--- config.mk ---
export PLATFORM = sky130hd
export DESIGN_NAME = multicycle_control_flat
export DESIGN_NICKNAME = d
export VERILOG_FILES = /design/src/rtl/multicycle_control_if.sv /design/src/rtl/multicycle_control.sv /design/src/flat_wrapper.sv
export SDC_FILE = /design/constraint.sdc
export NUM_CORES = 1
export LEC_CHECK = 0
export CELL_PAD_IN_SITES_DETAIL_PLACEMENT = 0
export CELL_PAD_IN_SITES_GLOBAL_PLACEMENT = 1
export CORE_MARGIN = 2
export CORE_UTILIZATION = 38
export DETAILED_ROUTE_END_ITERATION = 16
export HOLD_SLACK_MARGIN = 0.03
export PLACE_DENSITY_LB_ADDON = 0.1
export SLEW_MARGIN = 10
export SYNTH_ARGS = -nofsm -noshare
export SYNTH_HDL_FRONTEND = slang
export SYNTH_SLANG_ARGS = --single-unit
--- constraint.sdc ---
create_clock -name clk -period 4.6 [get_ports clk]
set_input_delay 1.15 -clock clk [delete_from_list [all_inputs] [get_ports clk]]
set_output_delay 1.15 -clock clk [all_outputs]
set_load 0.01 [all_outputs]
--- src/rtl/multicycle_control_if.sv ---
// Control and status bundle between the multi-cycle sequencer and the RV32I datapath.
// master = sequencer side, slave = datapath side.
interface multicycle_control_if #(parameter int DATA_WIDTH = 32);
  logic [6:0]            op;
  logic [2:0]            funct3;
  logic [6:0]            funct7;
  logic                  zero;
  logic                  mem_ready;
  logic                  mem_req;
  logic                  MemWrite;
  logic                  AdrSrc;
  logic                  IRWrite;
  logic                  PCWrite;
  logic                  RegWrite;
  logic [1:0]            ALUSrcA;
  logic [1:0]            ALUSrcB;
  logic [3:0]            ALUControl;
  logic [1:0]            ResultSrc;
  logic [2:0]            ImmSrc;
  logic [2:0]            AddressingControl;
  logic                  illegal;
  logic [DATA_WIDTH-1:0] instret;

  modport master (
    input  op, funct3, funct7, zero, mem_ready,
    output mem_req, MemWrite, AdrSrc, IRWrite, PCWrite, RegWrite,
           ALUSrcA, ALUSrcB, ALUControl, ResultSrc, ImmSrc,
           AddressingControl, illegal, instret
  );

  modport slave (
    output op, funct3, funct7, zero, mem_ready,
    input  mem_req, MemWrite, AdrSrc, IRWrite, PCWrite, RegWrite,
           ALUSrcA, ALUSrcB, ALUControl, ResultSrc, ImmSrc,
           AddressingControl, illegal, instret
  );
endinterface

--- src/rtl/multicycle_control.sv ---
// Moore sequencer for the shared-ALU, unified-memory RV32I datapath,
// with a retired-instruction counter.
module multicycle_control #(
  parameter int DATA_WIDTH = 32
) (
  input  logic                 clk,
  input  logic                 rst,
  multicycle_control_if.master ctrl
);

  localparam logic [6:0] OP_LOAD  = 7'b0000011;
  localparam logic [6:0] OP_OPI   = 7'b0010011;
  localparam logic [6:0] OP_STORE = 7'b0100011;
  localparam logic [6:0] OP_R     = 7'b0110011;
  localparam logic [6:0] OP_BR    = 7'b1100011;
  localparam logic [6:0] OP_JALR  = 7'b1100111;
  localparam logic [6:0] OP_JAL   = 7'b1101111;

  localparam logic [3:0] ALU_ADD  = 4'b0000;
  localparam logic [3:0] ALU_SUB  = 4'b0001;
  localparam logic [3:0] ALU_AND  = 4'b0010;
  localparam logic [3:0] ALU_OR   = 4'b0011;
  localparam logic [3:0] ALU_XOR  = 4'b0100;
  localparam logic [3:0] ALU_SLT  = 4'b0101;
  localparam logic [3:0] ALU_SLTU = 4'b0110;
  localparam logic [3:0] ALU_SLL  = 4'b0111;
  localparam logic [3:0] ALU_SRL  = 4'b1000;
  localparam logic [3:0] ALU_SRA  = 4'b1011;

  typedef enum logic [3:0] {
    S_FETCH, S_DECODE, S_MEMADR, S_MEMREAD, S_MEMWB, S_MEMWRITE, S_EXECR,
    S_EXECI, S_ALUWB, S_BRANCH, S_JAL, S_JALR, S_JALRLINK, S_TRAP
  } state_t;

  state_t                state_q, state_d;
  logic [DATA_WIDTH-1:0] instret_q;

  logic       mem_req_c, mem_write_c, adr_src_c, ir_write_c, pc_write_c, reg_write_c;
  logic [1:0] src_a_c, src_b_c, result_src_c;
  logic [3:0] alu_c, alu_base, alu_r;
  logic [2:0] imm_c, addr_ctl_c;
  logic       r_ok, i_ok, load_ok, store_ok, br_ok;

  assign load_ok  = ctrl.funct3 inside {3'b000, 3'b001, 3'b010, 3'b100, 3'b101};
  assign store_ok = ctrl.funct3 inside {3'b000, 3'b001, 3'b010};
  assign br_ok    = ctrl.funct3 inside {3'b000, 3'b001};
  assign r_ok     = (ctrl.funct7 == 7'b0000000) ||
                    ((ctrl.funct7 == 7'b0100000) &&
                     ((ctrl.funct3 == 3'b000) || (ctrl.funct3 == 3'b101)));
  // Only the shift-immediates constrain funct7; elsewhere those bits are immediate.
  assign i_ok = (ctrl.funct3 == 3'b001) ? (ctrl.funct7 == 7'b0000000) :
                (ctrl.funct3 == 3'b101) ? ((ctrl.funct7 == 7'b0000000) ||
                                           (ctrl.funct7 == 7'b0100000)) : 1'b1;

  always_comb begin
    case (ctrl.funct3)
      3'b000:  alu_base = ALU_ADD;
      3'b001:  alu_base = ALU_SLL;
      3'b010:  alu_base = ALU_SLT;
      3'b011:  alu_base = ALU_SLTU;
      3'b100:  alu_base = ALU_XOR;
      3'b101:  alu_base = ctrl.funct7[5] ? ALU_SRA : ALU_SRL;
      3'b110:  alu_base = ALU_OR;
      default: alu_base = ALU_AND;
    endcase
  end

  assign alu_r = ((ctrl.funct3 == 3'b000) && ctrl.funct7[5]) ? ALU_SUB : alu_base;

  always_comb begin
    case (ctrl.op)
      OP_LOAD, OP_OPI, OP_JALR: imm_c = 3'b000;
      OP_STORE:                 imm_c = 3'b001;
      OP_BR:                    imm_c = 3'b010;
      OP_JAL:                   imm_c = 3'b011;
      default:                  imm_c = 3'b000;
    endcase
  end

  always_comb begin
    state_d      = state_q;
    mem_req_c    = 1'b0;
    mem_write_c  = 1'b0;
    adr_src_c    = 1'b0;
    ir_write_c   = 1'b0;
    pc_write_c   = 1'b0;
    reg_write_c  = 1'b0;
    src_a_c      = 2'b00;
    src_b_c      = 2'b00;
    result_src_c = 2'b00;
    alu_c        = ALU_ADD;
    addr_ctl_c   = 3'b000;
    case (state_q)
      S_FETCH: begin
        mem_req_c    = 1'b1;
        src_b_c      = 2'b10;
        result_src_c = 2'b10;
        ir_write_c   = ctrl.mem_ready;
        pc_write_c   = ctrl.mem_ready;
        if (ctrl.mem_ready) state_d = S_DECODE;
      end
      S_DECODE: begin
        src_a_c = 2'b01;
        src_b_c = 2'b01;
        case (ctrl.op)
          OP_R:     state_d = S_EXECR;
          OP_OPI:   state_d = S_EXECI;
          OP_LOAD:  state_d = load_ok  ? S_MEMADR : S_TRAP;
          OP_STORE: state_d = store_ok ? S_MEMADR : S_TRAP;
          OP_BR:    state_d = br_ok    ? S_BRANCH : S_TRAP;
          OP_JAL:   state_d = S_JAL;
          OP_JALR:  state_d = S_JALR;
          default:  state_d = S_TRAP;
        endcase
      end
      S_MEMADR: begin
        src_a_c = 2'b10;
        src_b_c = 2'b01;
        state_d = (ctrl.op == OP_LOAD) ? S_MEMREAD : S_MEMWRITE;
      end
      S_MEMREAD: begin
        mem_req_c  = 1'b1;
        adr_src_c  = 1'b1;
        addr_ctl_c = ctrl.funct3;
        if (ctrl.mem_ready) state_d = S_MEMWB;
      end
      S_MEMWB: begin
        result_src_c = 2'b01;
        reg_write_c  = 1'b1;
        state_d      = S_FETCH;
      end
      S_MEMWRITE: begin
        mem_req_c   = 1'b1;
        mem_write_c = 1'b1;
        adr_src_c   = 1'b1;
        addr_ctl_c  = ctrl.funct3;
        if (ctrl.mem_ready) state_d = S_FETCH;
      end
      S_EXECR: begin
        src_a_c = 2'b10;
        src_b_c = 2'b00;
        if (r_ok) begin
          alu_c   = alu_r;
          state_d = S_ALUWB;
        end else begin
          state_d = S_TRAP;
        end
      end
      S_EXECI: begin
        src_a_c = 2'b10;
        src_b_c = 2'b01;
        if (i_ok) begin
          alu_c   = alu_base;
          state_d = S_ALUWB;
        end else begin
          state_d = S_TRAP;
        end
      end
      S_ALUWB: begin
        reg_write_c = 1'b1;
        state_d     = S_FETCH;
      end
      S_BRANCH: begin
        src_a_c    = 2'b10;
        src_b_c    = 2'b00;
        alu_c      = ALU_SUB;
        pc_write_c = ctrl.funct3[0] ? ~ctrl.zero : ctrl.zero;
        state_d    = S_FETCH;
      end
      S_JAL: begin
        src_a_c    = 2'b01;
        src_b_c    = 2'b10;
        pc_write_c = 1'b1;
        state_d    = S_ALUWB;
      end
      S_JALR: begin
        src_a_c      = 2'b10;
        src_b_c      = 2'b01;
        result_src_c = 2'b10;
        pc_write_c   = 1'b1;
        state_d      = S_JALRLINK;
      end
      S_JALRLINK: begin
        src_a_c = 2'b01;
        src_b_c = 2'b10;
        state_d = S_ALUWB;
      end
      S_TRAP:  state_d = S_TRAP;
      default: state_d = S_FETCH;
    endcase
  end

  always_ff @(posedge clk or negedge rst) begin
    if (!rst) begin
      state_q   <= S_FETCH;
      instret_q <= '0;
    end else begin
      state_q <= state_d;
      if ((state_d == S_FETCH) && (state_q != S_FETCH)) instret_q <= instret_q + DATA_WIDTH'(1);
    end
  end

  // Reset leaves state in FETCH, which would otherwise assert mem_req; gate requests/enables.
  assign ctrl.mem_req           = mem_req_c   & rst;
  assign ctrl.MemWrite          = mem_write_c & rst;
  assign ctrl.IRWrite           = ir_write_c  & rst;
  assign ctrl.PCWrite           = pc_write_c  & rst;
  assign ctrl.RegWrite          = reg_write_c & rst;
  assign ctrl.AdrSrc            = adr_src_c;
  assign ctrl.ALUSrcA           = src_a_c;
  assign ctrl.ALUSrcB           = src_b_c;
  assign ctrl.ALUControl        = alu_c;
  assign ctrl.ResultSrc         = result_src_c;
  assign ctrl.ImmSrc            = imm_c;
  assign ctrl.AddressingControl = addr_ctl_c;
  assign ctrl.illegal           = (state_q == S_TRAP);
  assign ctrl.instret           = instret_q;

endmodule

--- src/flat_wrapper.sv ---
// flat-port wrapper written by rule: the top's interface ports become plain ports
module multicycle_control_flat 
#(
  parameter int DATA_WIDTH = 32
)
  (clk, rst, ctrl_op, ctrl_funct3, ctrl_funct7, ctrl_zero, ctrl_mem_ready, ctrl_mem_req, ctrl_MemWrite, ctrl_AdrSrc, ctrl_IRWrite, ctrl_PCWrite, ctrl_RegWrite, ctrl_ALUSrcA, ctrl_ALUSrcB, ctrl_ALUControl, ctrl_ResultSrc, ctrl_ImmSrc, ctrl_AddressingControl, ctrl_illegal, ctrl_instret);
  multicycle_control_if #(.DATA_WIDTH(DATA_WIDTH)) ctrl_i ();
  input  logic clk;
  input  logic rst;
  input wire logic [$bits(ctrl_i.op)-1:0] ctrl_op;
  input wire logic [$bits(ctrl_i.funct3)-1:0] ctrl_funct3;
  input wire logic [$bits(ctrl_i.funct7)-1:0] ctrl_funct7;
  input wire logic [$bits(ctrl_i.zero)-1:0] ctrl_zero;
  input wire logic [$bits(ctrl_i.mem_ready)-1:0] ctrl_mem_ready;
  output wire logic [$bits(ctrl_i.mem_req)-1:0] ctrl_mem_req;
  output wire logic [$bits(ctrl_i.MemWrite)-1:0] ctrl_MemWrite;
  output wire logic [$bits(ctrl_i.AdrSrc)-1:0] ctrl_AdrSrc;
  output wire logic [$bits(ctrl_i.IRWrite)-1:0] ctrl_IRWrite;
  output wire logic [$bits(ctrl_i.PCWrite)-1:0] ctrl_PCWrite;
  output wire logic [$bits(ctrl_i.RegWrite)-1:0] ctrl_RegWrite;
  output wire logic [$bits(ctrl_i.ALUSrcA)-1:0] ctrl_ALUSrcA;
  output wire logic [$bits(ctrl_i.ALUSrcB)-1:0] ctrl_ALUSrcB;
  output wire logic [$bits(ctrl_i.ALUControl)-1:0] ctrl_ALUControl;
  output wire logic [$bits(ctrl_i.ResultSrc)-1:0] ctrl_ResultSrc;
  output wire logic [$bits(ctrl_i.ImmSrc)-1:0] ctrl_ImmSrc;
  output wire logic [$bits(ctrl_i.AddressingControl)-1:0] ctrl_AddressingControl;
  output wire logic [$bits(ctrl_i.illegal)-1:0] ctrl_illegal;
  output wire logic [$bits(ctrl_i.instret)-1:0] ctrl_instret;
  assign ctrl_i.op = ctrl_op;
  assign ctrl_i.funct3 = ctrl_funct3;
  assign ctrl_i.funct7 = ctrl_funct7;
  assign ctrl_i.zero = ctrl_zero;
  assign ctrl_i.mem_ready = ctrl_mem_ready;
  assign ctrl_mem_req = ctrl_i.mem_req;
  assign ctrl_MemWrite = ctrl_i.MemWrite;
  assign ctrl_AdrSrc = ctrl_i.AdrSrc;
  assign ctrl_IRWrite = ctrl_i.IRWrite;
  assign ctrl_PCWrite = ctrl_i.PCWrite;
  assign ctrl_RegWrite = ctrl_i.RegWrite;
  assign ctrl_ALUSrcA = ctrl_i.ALUSrcA;
  assign ctrl_ALUSrcB = ctrl_i.ALUSrcB;
  assign ctrl_ALUControl = ctrl_i.ALUControl;
  assign ctrl_ResultSrc = ctrl_i.ResultSrc;
  assign ctrl_ImmSrc = ctrl_i.ImmSrc;
  assign ctrl_AddressingControl = ctrl_i.AddressingControl;
  assign ctrl_illegal = ctrl_i.illegal;
  assign ctrl_instret = ctrl_i.instret;
  multicycle_control #(.DATA_WIDTH(DATA_WIDTH)) u_core (.clk(clk), .rst(rst), .ctrl(ctrl_i));
endmodule
Word-level counts from Yosys, hierarchy flattened:

Cells that the tools add are included.

* output and inout bits: 55
* bits in registers: 36
* input port bits: 21
* word-level logic and storage cells: 91

* bitwise logic cells: 6
* multiplexer cells: 31
* eq/ne operators: 27
* add/sub/neg operators: 1
* reduce and logical (&&, ||, !) cells: 24

Operators with widths (count)
* 4-bit case mux with 7 select lines: 2
* 4-bit case mux with 10 select lines: 1
* 32-bit by 1-bit adder with 32-bit output, second input constant: 1
* 4-bit two-way mux: 8
* 4-bit equality test, second input constant: 6
* 7-bit by 6-bit equality test with 1-bit output, second input constant: 3
* 7-bit equality test, second input constant: 3
* 4-bit by 3-bit equality test with 1-bit output, second input constant: 4
* 3-bit two-way mux: 5
* 2-bit case mux with 2 select lines: 3
* 4-bit case mux with 3 select lines: 1
* 2-bit OR reduction: 5
* 3-bit equality test, second input constant: 3
* 3-bit OR reduction: 3
* 4-bit by 2-bit equality test with 1-bit output, second input constant: 2
* 4-bit zero test: 2
* 1-bit two-way mux: 8
* 7-bit by 2-bit equality test with 1-bit output, second input constant: 1
* 7-bit by 5-bit equality test with 1-bit output, second input constant: 1
* 7-bit zero test: 1
* 3-bit by 2-bit equality test with 1-bit output, second input constant: 2
* 2-bit case mux with 3 select lines: 1
* 1-bit bitwise AND: 5
* 5-bit nonzero test: 1
* other kinds (13): 17

Longest topological paths before layout:

* word-level depth: 8
* depth in mapped cells: 8

Worst setup path after synthesis:

No wires, ideal clock.

* path kind: input port to output port
* start: input port ctrl_funct7[3]
* end: output port ctrl_ALUControl[1]
* arrival: 2577 ps
* buffers on the path: 0
* stages on the path: 6
* setup slack: 873 ps
* path through: or4_4 -> nor3_4 -> o21ai_0 -> a21boi_0 -> a41o_1 -> a21boi_0

* cells in the longest elaborated chain, start to end: 6

RTL lines
* from (decl): RTL line flat_wrapper.sv:12 `input wire logic [$bits(ctrl_i.funct7)-1:0] ctrl_funct7;`
* 7-bit by 6-bit equality test with 1-bit output / 7-bit zero test (equally long branches)
* 1-bit logical OR: RTL line multicycle_control.sv:52 `(ctrl.funct3 == 3'b101) ? ((ctrl.funct7 == 7'b0000000) ||`
* 1-bit two-way mux: RTL line multicycle_control.sv:52
* 1-bit two-way mux: RTL line multicycle_control.sv:51 `assign i_ok = (ctrl.funct3 == 3'b001) ? (ctrl.funct7 == 7'b0000000) :`
* 4-bit two-way mux: RTL line multicycle_control.sv:152 `if (i_ok) begin`
* 4-bit case mux with 3 select lines *: RTL line multicycle_control.sv:93 `case (state_q)`
* to (decl): RTL line flat_wrapper.sv:23 `output wire logic [$bits(ctrl_i.ALUControl)-1:0] ctrl_ALUControl;`

Mark *: on every way between the ends. The rest lies on a longest branch, timed or not.

Worst setup path after layout:

Same ends and word-level chain as after synthesis.

==> results_dict.tcl <==
set metrics [dict create \
    peakVddDrop_v 0.000428 \
    drtIter0Drc 143 \
    rows 30 \
    die_w_um 87.3 \
    clock.fmax_ghz 0.231 \
    ant_nets 0 \
    avgSynthCellArea_um2 8.88 \
    finalMaxSlewViolations 0 \
    wire_per_inst_um 14.7 \
    clk_latency_ns 0.28 \
    cts.clk_slew.worst_paths_ns 0.07 \
    synth_xor_xnor_area_share 0.116 \
    crit_path_cell_trace "clkdlybuf4s50_1 > or4_4 > nor3_4 > o21ai_0 > a21boi_1 > a41o_1 > a21boi_0 > dlygate4sd2_1" \
    syn2layout_area_growth_pct 33.9 \
    first_global_vias 2169 \
    seq_area_um2 901 \
    min_period_over_period 0.942 \
    hpwlAfterDp_mm 4.68 \
    worstMarginPinSlew_ns 0.699 \
    whs_path_depth 1 \
    htreeDepth 2 \
    viasPerCell 5.53 \
    ys_ff_latch 36 \
    netlist_instances 297 \
    finalHoldViolCount 0 \
    rr_startpoint "u_core.state_q[1]" \
    clock_sinks 36 \
    antenna_found_initial 0 \
    cp-end-kind "primary output" \
    regToRegSetupSlack_ns 1.85 \
    fin_nets 388 \
    grt_max_degree 37 \
    hold_start "u_core.ctrl.instret[31]" \
    placed_cells 438 \
    max_cap_violations 0 \
    p_total_mw 1.49 \
    fp.dieH_um 87.3 \
    worst_slack_ns 0.267 \
    arrival_ns 3.18 \
    outcome "finished clean" \
    hold_path.class "reg -> reg" \
    max_slew_margin 0.534 \
    post-route-drc-count 0 \
    clk_path_buf_depth 2 \
    vias 2471 \
    synth_edf_count 0 \
    multi_input_area_um2 1620 \
    path_max_fanout 4 \
    final_cell_mix "69 x clkdlybuf4s50_1, 36 x dfrtp_1, 34 x xor2_1" \
    design_area_um2 3530 \
    critPathBufInv 2 \
    grt_setup_unrepaired "false" \
    start_util 0.391 \
    cts_root_buf "clkbuf_8" \
    routed_wl_mm 6.59 \
    seq_area_frac_synth 0.341 \
    gr-total-overflow 0 \
    postSynthNetCount 319 \
    finalCriticalPeriod_ns 4.33 \
    cts_made_buffers 5 \
    crit_family "buffers and inverters" \
    skew_ns 0.00260 \
    io_pins 76 \
    synth_compound_area_frac 0.120 \
    powerDensity_nw_per_um2 422 \
    synth_area_um2 2640 \
    antenna_cells 0 \
    post_dp_cell_area_um2 3430 \
    cpPeakStageDelay_ns 0.54 \
    async_reset_ff_frac 1.00 \
    synth_fa_ha_area_frac 0.00474 \
    layout-drive-gt1-share 0.112 \
    place.gp.congestion 0.839 \
    fin_cells 447 \
    final_common_cell "clkdlybuf4s50_1" \
    synthFlopType "dfrtp_1" \
    yosys_warnings 0 \
    r2r_cells 6 \
    p_leak_nw 1.50 \
    min_to "u_core.ctrl.instret[31]" \
    cts_tree "done" \
    r2r-end "u_core.ctrl.instret[1]" \
    worstPathRequired_ns 3.45 \
    critPathLaunchType "input pin" \
    final-setup-viol-count 0 \
    muxShareOfSynthArea 0.00427 \
    grt.total_usage 0.176 \
    dp_slack_ns -0.0182 \
    synth_top_family_by_area "simple AND/OR/NAND/NOR gates" \
    numPortBuffers 74 \
    grt_pass1_wl_mm 10.9 \
    nFillCells 670 \
    cpMaxStageDelayCell "or4_4" \
    first_pass_iters 4 \
    dieArea_um2 7630 \
    path_class "in -> out" \
    ys_types 51 \
    synth-simple-area-share 0.367 \
    core_area_um2 6760 \
]
where the power goes:
part / switching (mW) / internal (mW)
combinational: 0.421 / 0.352
clock: 0.108 / 0.122
sequential: 0.112 / 0.376
total: 0.642 / 0.850
stage by stage:
step	TNS (ns)	hold WS, ns	util
after detailed placement	-0.0182	0.463	0.508
after global routing	0	0.488	0.523
after CTS	0	0.477	0.521
after global placement	0	0.459	0.508
after floorplan	0	0.504	-
final	0	0.468	0.523
cells in the mapped netlist, types with 2 or more instances:
cell type	count	area, µm²
nand2_1	33	124
nand4_1	8	50.1
or3_1	4	25.0
clkbuf_1	11	41.3
buf_6	2	22.5
nor4_1	2	12.5
nor3_1	16	80.1
a32oi_1	2	17.5
o21bai_1	3	22.5
nor2b_1	7	43.8
nand3_1	14	70.1
o211ai_1	2	15.0
nor4_2	18	225
a21oi_1	8	40.0
and3_1	7	43.8
a41o_1	2	20.0
inv_1	4	15.0
o21ai_0	14	70.1
xor2_1	34	298
a21boi_0	3	22.5
and4_1	7	61.3
a21o_1	2	15.0
nor2_1	19	71.3
dfrtp_1	36	901
and4b_1	2	20.0
and2_1	7	43.8
buf_2	5	25.0
buf_1	2	7.51
flip-flops by register name, summed over array words and instances (netlist names):
name and cells:
u_core.state_q 4, u_core.ctrl.instret 32
worst max-delay path by stage:
stage / startpoint / endpoint / slack (ns) / depth (start not counted)
after global placement: ctrl_funct7[3] / ctrl_ALUControl[1] / 0.03 / 8
final: ctrl_funct7[3] / ctrl_ALUControl[1] / 0.27 / 8
after detailed placement: ctrl_funct7[3] / ctrl_ALUControl[1] / -0.02 / 8
after CTS: ctrl_funct7[3] / ctrl_ALUControl[3] / 0.007 / 8
after floorplan: ctrl_funct7[3] / ctrl_ALUControl[1] / 0.87 / 6
after global routing: ctrl_funct7[3] / ctrl_ALUControl[1] / 0.12 / 8
cells by family after synthesis:
| logic type | Yosys count |
|---|---|
| simple gates | 153 |
| compound gates | 45 |
| flops | 36 |
| xor+xnor | 35 |
| buf+inv | 25 |
| fa+ha+maj | 1 |
| other cells | 1 |
| mux | 1 |
cell type report:
class                           instances  area share
Timing Repair Buffer                   83       0.229
Clock buffer                            8      0.0255
Sequential cell                        36       0.255
Multi-Input combinational cell        236       0.458
Inverter                                4     0.00425
Tap cell                               80      0.0283
metal layers:
| layer | global-route usage | vias to the layer above | wire length, µm | part of all wire |
|---|---|---|---|---|
| li1 | - | 1215 | - | - |
| met1 | 0.277 | 1180 | 3400 | 0.52 |
| met2 | 0.244 | 67 | 2790 | 0.42 |
| met3 | 0.0360 | 9 | 328 | 0.050 |
| met4 | 0.0378 | 0 | 70 | 0.011 |
| met5 | 0 | - | 0 | 0 |
repair_timing:
action,in CTS,in global routing
setup buffers,0,1
gates resized for setup,1,4
hold buffers,0,0
endpoints found under the setup margin,1,3
Power figures use the tool's default switching activity.
